`config.mk`:
```
export PLATFORM = sky130hd
export DESIGN_NAME = decode_stage_flat
export DESIGN_NICKNAME = d
export VERILOG_FILES = /design/src/rtl/decode_stage_if.sv /design/src/rtl/decode_stage.sv /design/src/flat_wrapper.sv
export SDC_FILE = /design/constraint.sdc
export NUM_CORES = 2
export LEC_CHECK = 0
export BUFFER_PORTS_ARGS = -buffer_cell sky130_fd_sc_hd__buf_4
export CORE_MARGIN = 2
export CORE_UTILIZATION = 30
export DETAILED_ROUTE_END_ITERATION = 8
export SLEW_MARGIN = 0
export SYNTH_ARGS = -nofsm -noshare
export SYNTH_HDL_FRONTEND = slang
export SYNTH_SLANG_ARGS = --single-unit
export TNS_END_PERCENT = 50
```
`constraint.sdc`:
```
create_clock -name Clk -period 9.95 [get_ports Clk]
set_input_delay 0.4975 -clock Clk [delete_from_list [all_inputs] [get_ports Clk]]
set_output_delay 0.4975 -clock Clk [all_outputs]
set_load 0.01 [all_outputs]
```
`src/rtl/decode_stage_if.sv`:
```
// Fetch/decode/writeback bundle around the D stage of the MIPS pipeline.
// The master side is the surrounding pipeline (F/D register, hazard unit,
// forwarding network, W stage). The slave side is decode_stage itself.
interface decode_stage_if;
  // From the F/D register
  logic [31:0] IRD;
  logic [31:0] PC4D;
  logic [4:0]  ExcCodeF;
  // Hazard unit
  logic        StallD;
  logic        exp_in;
  // Forwarding network
  logic [1:0]  FwdSelRS;
  logic [1:0]  FwdSelRT;
  logic [31:0] FwdDataE;
  logic [31:0] FwdDataM;
  // Register-file write-back port
  logic        WE_W;
  logic [4:0]  WA_W;
  logic [31:0] WD_W;
  // Redirect information returned to fetch
  logic [31:0] NPC;
  logic [1:0]  NPC_Sel;
  logic        Branch;
  logic [31:0] MF_RS_D_OUT;
  logic        iseretD;
  // D/E pipeline register
  logic [31:0] IRE;
  logic [31:0] PC4E;
  logic [31:0] RSE;
  logic [31:0] RTE;
  logic [31:0] EXTE;
  logic [4:0]  ExcCodeE;

  modport master (
    output IRD, PC4D, ExcCodeF, StallD, exp_in,
           FwdSelRS, FwdSelRT, FwdDataE, FwdDataM,
           WE_W, WA_W, WD_W,
    input  NPC, NPC_Sel, Branch, MF_RS_D_OUT, iseretD,
           IRE, PC4E, RSE, RTE, EXTE, ExcCodeE
  );

  modport slave (
    input  IRD, PC4D, ExcCodeF, StallD, exp_in,
           FwdSelRS, FwdSelRT, FwdDataE, FwdDataM,
           WE_W, WA_W, WD_W,
    output NPC, NPC_Sel, Branch, MF_RS_D_OUT, iseretD,
           IRE, PC4E, RSE, RTE, EXTE, ExcCodeE
  );
endinterface

```
`src/rtl/decode_stage.sv`:
```
// D stage of the 5-stage MIPS pipeline: register file, operand forwarding,
// branch/jump resolution for fetch, immediate extension, reserved-instruction
// detection and the D/E pipeline register.
module decode_stage #(
  parameter logic [31:0] SP_INIT = 32'h0000_2ffc,
  parameter logic [31:0] GP_INIT = 32'h0000_1800,
  parameter logic [4:0]  EXC_RI  = 5'd10
) (
  input logic           Clk,
  input logic           Reset,
  decode_stage_if.slave dbus
);

  localparam logic [5:0]  OP_SPECIAL = 6'h00;
  localparam logic [5:0]  OP_REGIMM  = 6'h01;
  localparam logic [5:0]  OP_J       = 6'h02;
  localparam logic [5:0]  OP_JAL     = 6'h03;
  localparam logic [5:0]  OP_BEQ     = 6'h04;
  localparam logic [5:0]  OP_BNE     = 6'h05;
  localparam logic [5:0]  OP_BLEZ    = 6'h06;
  localparam logic [5:0]  OP_BGTZ    = 6'h07;
  localparam logic [5:0]  OP_ANDI    = 6'h0c;
  localparam logic [5:0]  OP_ORI     = 6'h0d;
  localparam logic [5:0]  OP_XORI    = 6'h0e;
  localparam logic [5:0]  OP_LUI     = 6'h0f;
  localparam logic [5:0]  OP_COP0    = 6'h10;
  localparam logic [31:0] ERET       = 32'h4200_0018;

  logic [5:0]  op;
  logic [5:0]  funct;
  logic [4:0]  rs;
  logic [4:0]  rt;
  logic [15:0] imm;

  assign op    = dbus.IRD[31:26];
  assign rs    = dbus.IRD[25:21];
  assign rt    = dbus.IRD[20:16];
  assign imm   = dbus.IRD[15:0];
  assign funct = dbus.IRD[5:0];

  logic is_valid;
  logic is_branch;
  logic is_jump;
  logic is_jreg;

  // Instruction classification: legality and control-transfer kind.
  always_comb begin
    // NOTE: every output of a combinational block gets a default first so
    // no path through the case leaves it unassigned (which would infer a latch).
    is_valid  = 1'b0;
    is_branch = 1'b0;
    is_jump   = 1'b0;
    is_jreg   = 1'b0;
    case (op)
      OP_SPECIAL: begin
        is_valid = funct inside {6'h00, 6'h02, 6'h03, 6'h04, 6'h06, 6'h07,
                                 6'h08, 6'h09, 6'h10, 6'h11, 6'h12, 6'h13,
                                 6'h18, 6'h19, 6'h1a, 6'h1b, 6'h20, 6'h21,
                                 6'h22, 6'h23, 6'h24, 6'h25, 6'h26, 6'h27,
                                 6'h2a, 6'h2b};
        is_jreg  = funct inside {6'h08, 6'h09};
      end
      OP_REGIMM: begin
        is_valid  = rt inside {5'd0, 5'd1};
        is_branch = rt inside {5'd0, 5'd1};
      end
      OP_J, OP_JAL: begin
        is_valid = 1'b1;
        is_jump  = 1'b1;
      end
      OP_BEQ, OP_BNE, OP_BLEZ, OP_BGTZ: begin
        is_valid  = 1'b1;
        is_branch = 1'b1;
      end
      6'h08, 6'h09, 6'h0a, 6'h0b, OP_ANDI, OP_ORI, OP_XORI, OP_LUI,
      6'h20, 6'h21, 6'h23, 6'h24, 6'h25, 6'h28, 6'h29, 6'h2b: begin
        is_valid = 1'b1;
      end
      OP_COP0: begin
        // mfc0 (rs=0), mtc0 (rs=4) or the exact eret encoding.
        is_valid = (rs == 5'd0) || (rs == 5'd4) || (dbus.IRD == ERET);
      end
      default: ;
    endcase
  end

  // Register file: $0 is never stored, reads of it are forced to zero below.
  logic [31:0] regs [32];

  // Register-file update: write-back is independent of StallD; Reset wins.
  always_ff @(posedge Clk) begin
    // NOTE: sequential state uses non-blocking assignments so every flop
    // samples pre-edge values regardless of block ordering.
    if (Reset) begin
      // NOTE: this array is reset on purpose -- software relies on $28/$29
      // holding GP/SP and every other register reading zero after reset.
      for (int i = 0; i < 32; i++) regs[i] <= '0;
      regs[28] <= GP_INIT;
      regs[29] <= SP_INIT;
    end else if (dbus.WE_W && (dbus.WA_W != 5'd0)) begin
      regs[dbus.WA_W] <= dbus.WD_W;
    end
  end

  // Read ports with write-through bypass from W; $0 never bypasses.
  logic        wb_hit_rs;
  logic        wb_hit_rt;
  logic [31:0] rf_rs;
  logic [31:0] rf_rt;

  assign wb_hit_rs = dbus.WE_W && (dbus.WA_W != 5'd0) && (dbus.WA_W == rs);
  assign wb_hit_rt = dbus.WE_W && (dbus.WA_W != 5'd0) && (dbus.WA_W == rt);
  assign rf_rs = (rs == 5'd0) ? '0 : (wb_hit_rs ? dbus.WD_W : regs[rs]);
  assign rf_rt = (rt == 5'd0) ? '0 : (wb_hit_rt ? dbus.WD_W : regs[rt]);

  logic [31:0] rs_val;
  logic [31:0] rt_val;

  // Operand forwarding: 1 selects M, 2 selects E, 0 and 3 use the regfile.
  always_comb begin
    case (dbus.FwdSelRS)
      2'd1:    rs_val = dbus.FwdDataM;
      2'd2:    rs_val = dbus.FwdDataE;
      default: rs_val = rf_rs;
    endcase
    case (dbus.FwdSelRT)
      2'd1:    rt_val = dbus.FwdDataM;
      2'd2:    rt_val = dbus.FwdDataE;
      default: rt_val = rf_rt;
    endcase
  end

  logic taken;

  // Branch condition on forwarded operands; zero-compares are signed.
  always_comb begin
    taken = 1'b0;
    case (op)
      OP_BEQ:    taken = (rs_val == rt_val);
      OP_BNE:    taken = (rs_val != rt_val);
      OP_BLEZ:   taken = ($signed(rs_val) <= 0);
      OP_BGTZ:   taken = ($signed(rs_val) > 0);
      OP_REGIMM: taken = rt[0] ? ($signed(rs_val) >= 0) : ($signed(rs_val) < 0);
      default:   taken = 1'b0;
    endcase
  end

  logic [31:0] branch_target;
  logic [31:0] jump_target;

  assign branch_target    = dbus.PC4D + {{14{imm[15]}}, imm, 2'b00};
  assign jump_target      = {dbus.PC4D[31:28], dbus.IRD[25:0], 2'b00};
  assign dbus.NPC         = is_jump ? jump_target : branch_target;
  assign dbus.NPC_Sel     = is_branch ? 2'd1 : (is_jump ? 2'd2 : (is_jreg ? 2'd3 : 2'd0));
  assign dbus.Branch      = is_branch & taken;
  assign dbus.MF_RS_D_OUT = rs_val;
  assign dbus.iseretD     = (dbus.IRD == ERET);

  logic [31:0] ext_imm;
  logic [4:0]  exc_d;

  // Immediate extension: logical ops zero-extend, lui shifts, rest sign-extend.
  always_comb begin
    case (op)
      OP_ANDI, OP_ORI, OP_XORI: ext_imm = {16'h0000, imm};
      OP_LUI:                   ext_imm = {imm, 16'h0000};
      default:                  ext_imm = {{16{imm[15]}}, imm};
    endcase
  end

  // An exception already raised in F outranks a reserved instruction.
  assign exc_d = (dbus.ExcCodeF != 5'd0) ? dbus.ExcCodeF
               : (is_valid ? 5'd0 : EXC_RI);

  // D/E register: reset/exception flush and stall both load a bubble.
  always_ff @(posedge Clk) begin
    if (Reset || dbus.exp_in || dbus.StallD) begin
      dbus.IRE      <= '0;
      dbus.PC4E     <= '0;
      dbus.RSE      <= '0;
      dbus.RTE      <= '0;
      dbus.EXTE     <= '0;
      dbus.ExcCodeE <= '0;
    end else begin
      // A reserved instruction travels as a nop so E/M perform no side effects.
      dbus.IRE      <= is_valid ? dbus.IRD : '0;
      dbus.PC4E     <= dbus.PC4D;
      dbus.RSE      <= rs_val;
      dbus.RTE      <= rt_val;
      dbus.EXTE     <= ext_imm;
      dbus.ExcCodeE <= exc_d;
    end
  end

endmodule

```
`src/flat_wrapper.sv`:
```
// flat-port wrapper written by rule: the top's interface ports become plain ports
module decode_stage_flat 
#(
  parameter logic [31:0] SP_INIT = 32'h0000_2ffc,
  parameter logic [31:0] GP_INIT = 32'h0000_1800,
  parameter logic [4:0]  EXC_RI  = 5'd10
)
  (Clk, Reset, dbus_IRD, dbus_PC4D, dbus_ExcCodeF, dbus_StallD, dbus_exp_in, dbus_FwdSelRS, dbus_FwdSelRT, dbus_FwdDataE, dbus_FwdDataM, dbus_WE_W, dbus_WA_W, dbus_WD_W, dbus_NPC, dbus_NPC_Sel, dbus_Branch, dbus_MF_RS_D_OUT, dbus_iseretD, dbus_IRE, dbus_PC4E, dbus_RSE, dbus_RTE, dbus_EXTE, dbus_ExcCodeE);
  decode_stage_if dbus_i ();
  input logic Clk;
  input logic Reset;
  input wire logic [$bits(dbus_i.IRD)-1:0] dbus_IRD;
  input wire logic [$bits(dbus_i.PC4D)-1:0] dbus_PC4D;
  input wire logic [$bits(dbus_i.ExcCodeF)-1:0] dbus_ExcCodeF;
  input wire logic [$bits(dbus_i.StallD)-1:0] dbus_StallD;
  input wire logic [$bits(dbus_i.exp_in)-1:0] dbus_exp_in;
  input wire logic [$bits(dbus_i.FwdSelRS)-1:0] dbus_FwdSelRS;
  input wire logic [$bits(dbus_i.FwdSelRT)-1:0] dbus_FwdSelRT;
  input wire logic [$bits(dbus_i.FwdDataE)-1:0] dbus_FwdDataE;
  input wire logic [$bits(dbus_i.FwdDataM)-1:0] dbus_FwdDataM;
  input wire logic [$bits(dbus_i.WE_W)-1:0] dbus_WE_W;
  input wire logic [$bits(dbus_i.WA_W)-1:0] dbus_WA_W;
  input wire logic [$bits(dbus_i.WD_W)-1:0] dbus_WD_W;
  output wire logic [$bits(dbus_i.NPC)-1:0] dbus_NPC;
  output wire logic [$bits(dbus_i.NPC_Sel)-1:0] dbus_NPC_Sel;
  output wire logic [$bits(dbus_i.Branch)-1:0] dbus_Branch;
  output wire logic [$bits(dbus_i.MF_RS_D_OUT)-1:0] dbus_MF_RS_D_OUT;
  output wire logic [$bits(dbus_i.iseretD)-1:0] dbus_iseretD;
  output wire logic [$bits(dbus_i.IRE)-1:0] dbus_IRE;
  output wire logic [$bits(dbus_i.PC4E)-1:0] dbus_PC4E;
  output wire logic [$bits(dbus_i.RSE)-1:0] dbus_RSE;
  output wire logic [$bits(dbus_i.RTE)-1:0] dbus_RTE;
  output wire logic [$bits(dbus_i.EXTE)-1:0] dbus_EXTE;
  output wire logic [$bits(dbus_i.ExcCodeE)-1:0] dbus_ExcCodeE;
  assign dbus_i.IRD = dbus_IRD;
  assign dbus_i.PC4D = dbus_PC4D;
  assign dbus_i.ExcCodeF = dbus_ExcCodeF;
  assign dbus_i.StallD = dbus_StallD;
  assign dbus_i.exp_in = dbus_exp_in;
  assign dbus_i.FwdSelRS = dbus_FwdSelRS;
  assign dbus_i.FwdSelRT = dbus_FwdSelRT;
  assign dbus_i.FwdDataE = dbus_FwdDataE;
  assign dbus_i.FwdDataM = dbus_FwdDataM;
  assign dbus_i.WE_W = dbus_WE_W;
  assign dbus_i.WA_W = dbus_WA_W;
  assign dbus_i.WD_W = dbus_WD_W;
  assign dbus_NPC = dbus_i.NPC;
  assign dbus_NPC_Sel = dbus_i.NPC_Sel;
  assign dbus_Branch = dbus_i.Branch;
  assign dbus_MF_RS_D_OUT = dbus_i.MF_RS_D_OUT;
  assign dbus_iseretD = dbus_i.iseretD;
  assign dbus_IRE = dbus_i.IRE;
  assign dbus_PC4E = dbus_i.PC4E;
  assign dbus_RSE = dbus_i.RSE;
  assign dbus_RTE = dbus_i.RTE;
  assign dbus_EXTE = dbus_i.EXTE;
  assign dbus_ExcCodeE = dbus_i.ExcCodeE;
  decode_stage #(.SP_INIT(SP_INIT), .GP_INIT(GP_INIT), .EXC_RI(EXC_RI)) u_core (.Clk(Clk), .Reset(Reset), .dbus(dbus_i));
endmodule
```
Word-level counts from Yosys, hierarchy flattened
Memories as Yosys holds them, arrays and structs flattened.
Index checks and enable logic that the tools add are counted.
- $lt $le $gt $ge: 4
- add/subtract/negate cells: 1
- eq/ne operators: 60
- mux-type cells: 29
- bitwise logic cells: 4
- reductions and logical operators: 22
- operators by type and width (operator ; number):
    two-way mux 32 bit ; 8
    case mux 32 bit (2 select lines) ; 3
    equality test 6 bit (second input constant) ; 18
    equality test 6 x 4 -> 1 bit (second input constant) ; 10
    equality test 6 x 5 -> 1 bit (second input constant) ; 9
    equality test 6 x 3 -> 1 bit (second input constant) ; 7
    adder 32 bit ; 1
    equality test 32 x 31 -> 1 bit (second input constant) ; 1
    equality test 32 bit ; 1
    >= comparator 32 x 1 -> 1 bit (second input constant) ; 1
    > comparator 32 x 1 -> 1 bit (second input constant) ; 1
    <= comparator 32 x 1 -> 1 bit (second input constant) ; 1
    < comparator 32 x 1 -> 1 bit (second input constant) ; 1
    != test 32 bit ; 1
    OR reduction 32 bit ; 1
    nonzero test 26 bit ; 1
    equality test 6 x 2 -> 1 bit (second input constant) ; 4
    OR reduction 22 bit ; 1
    zero test 6 bit ; 2
    equality test 5 bit ; 2
    zero test 5 bit ; 2
    two-way mux 5 bit ; 2
    nonzero test 5 bit ; 2
    two-way mux 1 bit ; 9
    19 further kinds ; 31
- output and inout port bits: 233
- register bits after elaboration: 165
- memories: 1
- RAM bits: 1024
- memory list (memory ; depth ; bits a word ; read ports ; clocked after Yosys merged registers in ; write ports ; line ; RTL):
    u_core.regs ; 32 ; 32 ; 2 ; 0 ; 32 ; decode_stage.sv:88 ; logic [31:0] regs [32];

Logic depth before layout (Yosys ltp)
- word-level depth: 10
- gate-level depth with buffers: 16
- gate-level depth less buffers: 14

Least setup slack after synthesis
OpenSTA, ideal clock, no wires.
- path type: input port to output port
- start: input port dbus_IRD[17]
- end: output port dbus_Branch
- arrival time: 3.667 ns
- cell stages on the path: 13
- slack: 5.785 ns
- data required time: 9.453 ns
- cells stage by stage: buf_2 buf_2 buf_2 buf_1 mux4_2 a211oi_1 nand2_1 a221oi_1 xnor2_1 nor4_1 nand3_1 or4_4 a311oi_2
- longest elaborated chain between the ends: 8
- elaborated cells on any way between the ends: 14
- classes of those cells: 4 x eq/ne; 5 x mux; 1 x bitwise; 3 x reduce/logical; 1 x memory
- RTL lines (element ; line ; RTL):
    start: declaration ; flat_wrapper.sv:12 ; input wire logic [$bits(dbus_i.IRD)-1:0] dbus_IRD;
    parallel branches: the longest is 7 deep, another holds memory (32 x 32 bit) ; - ;
    bitwise AND 1 bit * ; decode_stage.sv:155 ; assign dbus.Branch = is_branch & taken;
    end: declaration ; flat_wrapper.sv:26 ; output wire logic [$bits(dbus_i.Branch)-1:0] dbus_Branch;
Every way passes the cells marked *.

Final worst setup path
- start: input port dbus_IRD[24]
- end: output port dbus_Branch
- longest elaborated chain between the ends: 9
- elaborated cells on any way between the ends: 16
- classes of those cells: 4 x order compare; 3 x eq/ne; 5 x mux; 1 x bitwise; 2 x reduce/logical; 1 x memory
- RTL lines (element ; line ; RTL):
    parallel branches: the longest is 3 deep, another holds memory (32 x 32 bit) ; - ;
    two-way mux 32 bit * ; decode_stage.sv:113 ; assign rf_rs = (rs == 5'd0) ? '0 : (wb_hit_rs ? dbus.WD_W : regs[rs]);
    case mux 32 bit (2 select lines) * ; decode_stage.sv:121 ; case (dbus.FwdSelRS)
    < comparator 32 x 1 -> 1 bit / >= comparator 32 x 1 -> 1 bit (equally long branches) ; decode_stage.sv:143 ; OP_REGIMM: taken = rt[0] ? ($signed(rs_val) >= 0) : ($signed(rs_val) < 0);
    two-way mux 1 bit ; decode_stage.sv:143 ;
    case mux 1 bit (5 select lines) * ; decode_stage.sv:138 ; case (op)
    bitwise AND 1 bit * ; decode_stage.sv:155 ;
Marks and branches as above.

==> results.tsv <==
metric	value	unit
status	finished, violations left	
violations	capacitance limit, slew limit	
syn_to_final_growth	17.21	%
reg2reg_to	u_core.dbus.RTE[4]	
startpoint_type	input port	
clk_path_buf_depth	3	
crit_required	9.45	ns
drcViolationCount	0	
slew_headroom	-1.186	%
drtPass1Iterations	7	
p_total	12.92	mW
met1_usage	31.42	%
overflow	0	
wl_per_cell	35.47	um
maxCapViolations	1	
wirelength	281600	um
r2r_slack	6.96	ns
rows	168	
p_per_area	174.1	nW/um2
postSynthCellCount	4695	
yosysUniqueCellTypes	97	
hold_ws	0.04589	ns
synthArstFlopShare	0	%
slew_viol_final	4	
ys_dominant_reg_cell	edfxtp_1	
initialDrtViolationCount	8096	
dpl.hpwl	179900	um
die-area	214700	um2
clock_latency	0.83	ns
synth_top_area_share	48.58	%
post-synth-top-area-cell	edfxtp_1	
cp_common_cell	buf_4	
hold_viol	0	
tns	0	ns
yosysSeqAreaShare	53.80	%
cts_tree	built	
peakVddDrop	0.1948	mV
synthMostInstantiatedCell	and2_1	
ant_nets	0	
crit_path_end_kind	output port	
timing.final.crit_share	75.93	%
p_leak	26.69	nW
num_vias	47250	
nets	5211	
use_met2	37.54	%
rsz0062_at_grt	false	
hold_class	input port to flop	
grt_pass1_vias	45730	
finClkSkew	0.05788	ns
fin_crit	7.555	ns
grt_max_degree	104	
busiest_layer	met2	
cpPeakStageDelay	1.10	ns
fmax	0.1324	GHz
vias_per_cell	5.951	
post_cts_buffers	0	
root_buffer	clkbuf_16	
port-buffer-count	411	
worst_pin_slew	1.518	ns
dp_cells	7620	
synth_common_cells	and2_1, edfxtp_1, mux4_2	
clock_sinks	1189	
htree_num_levels	4	
gp_congestion	0.9622	
worstRegToRegCells	6	
drive_gt1_share	25.29	%
grt_pass1_wl	378900	um
grt_use_total	25.37	%
final_cells	7939	
holdPathStages	2	
criticalPathCategory	input port to output port	
start_util	30.20	%
path_cells	buf_4 -> buf_4 -> nand3_1 -> o22ai_1 -> nor4_1 -> a221oi_2 -> inv_1 -> or4_1 -> nor3_1 -> nor4b_2 -> o21ai_0 -> a311oi_2 -> buf_4	
setup-violations-final	0	
coreArea	209600	um2
met3_usage	8.724	%
ys_ff_latch	1189	
synthTopCellsByArea	edfxtp_1, mux4_2, and2_1	
antenna_found_initial	42	
avgSynthCellArea	13.48	um2
hold_start	dbus_PC4D[14]	
cp.buffers_inverters	4	
hold_path_end	u_core.dbus.PC4E[14]	
cts_hold_buf	38	
crit_arrival	7.06	ns
cts_resized	0	
cp_max_fo	26	
die_x	463.3	um
dp_slack	2.972	ns
yosysWarnings	0	
cts_buffers	143	
r2r-start	u_core.regs[22][4]	
pin_count	412	
clkTransAtPathRegs	0.05	ns
syn_area	63290	um2
die_height	463.3	um
synth_edf_count	1024	
slowest_stage	nand3_1	
crit_family	simple AND/OR/NAND/NOR gates	
timing.final.ws_setup	2.395	ns
-- registers in the layout, indices dropped and copies added, names as in the netlist --
signal and count:
u_core.dbus.RSE 32, u_core.dbus.EXTE 32, u_core.dbus.ExcCodeE 5, u_core.dbus.RTE 32
u_core.regs 1024, u_core.dbus.IRE 32, u_core.dbus.PC4E 32
-- cells by family (layout without fill, tap and decap cells) --
family                     Yosys count  count (layout)  synth area share (%)
adders and majority gates           34              34                0.6840
other                                1              58              0.005925
muxes                              707             707                 19.38
AOI/OAI and AO/OA                  567             567                 6.504
xor gates and xnor gates            67              67                0.9272
DFF                               1189            1189                 53.80
and+or+nand+nor                   1645            1645                 15.12
buffers and inverters              485             867                 3.576
-- power breakdown --
part           switching [mW]  leakage, nW  total [mW]  internal [mW]
clock network            2.26         2.14        5.12           2.86
registers               0.134         11.1        5.80           5.67
logic                    1.26         13.5        1.99          0.733
-- layout by cell type (no fill, tap or decap), drive strengths merged, types with 12 or more instances in the layout --
| cell | n |
|---|---|
| nor3 | 23 |
| a211oi | 32 |
| nand3 | 44 |
| nor4 | 17 |
| o22a | 12 |
| a22o | 14 |
| o22ai | 61 |
| a21oi | 94 |
| xor2 | 31 |
| edfxtp | 1024 |
| a221o | 17 |
| nor2b | 29 |
| or2 | 33 |
| and3 | 23 |
| a22oi | 110 |
| and2 | 1055 |
| o221ai | 30 |
| mux2 | 37 |
| ha | 33 |
| o31ai | 15 |
| a31oi | 21 |
| nand2 | 154 |
| xnor2 | 36 |
| buf | 547 |
| mux4 | 410 |
| dlygate4sd3 | 38 |
| nor2 | 173 |
| nand4 | 12 |
| clkbuf | 195 |
| clkinv | 43 |
| a21o | 15 |
| mux2i | 260 |
| or3 | 26 |
| diode | 26 |
| inv | 36 |
| conb | 32 |
| a221oi | 35 |
| o21ai | 53 |
| dfxtp | 165 |
-- worst register-to-register path: cells and delay by family, from the launching register on --
kind | cells | cell delay (ns)
AO/OA/AOI/OAI | 3 | 1.21
multiplexers | 2 | 0.75
flip-flops | 1 | 0.40
AND/OR/NAND/NOR | 1 | 0.37
-- worst max path at each step --
stage | start | endpoint | slack (ns) | cells after the start
finish | dbus_IRD[24] | dbus_Branch | 2.39 | 13
global placement | dbus_IRD[21] | dbus_Branch | 2.97 | 12
floorplan | dbus_IRD[17] | dbus_Branch | 5.79 | 13
global route | dbus_IRD[21] | dbus_Branch | 2.59 | 12
detailed placement | dbus_IRD[24] | dbus_Branch | 2.97 | 13
CTS | dbus_IRD[21] | dbus_Branch | 2.95 | 12
-- per-stage QoR --
| step | instance area, um2 | utilization [%] |
|---|---|---|
| 5_1_grt | 74140 | 35.38 |
| 4_1_cts | 74120 | 35.37 |
| 2_1_floorplan | 63410 | - |
| 3_5_place_dp | 69300 | 33.07 |
| 3_3_place_gp | 69300 | 33.07 |
| 6_report | 74180 | 35.40 |
-- cell type report --
class / instances / area (um2)
fillers: 20170 / 135400
flip-flops and latches: 1189 / 34050
multi-input cells: 3052 / 27410
repair buffers: 585 / 4608
clock buffers: 195 / 3839
well taps: 2805 / 3510
clock inverters: 60 / 599.3
inverters: 27 / 102.6
diodes: 26 / 65.06
-- routing by layer --
metal,wire length [um],vias to the layer above,part of all wire (%)
li1,-,18370,-
met2,121700,4173,43
met5,127,-,0.045
met4,21280,20,7.6
met1,99520,23760,35
met3,38900,934,14
No activity file was read; power rests on OpenSTA's default activity.
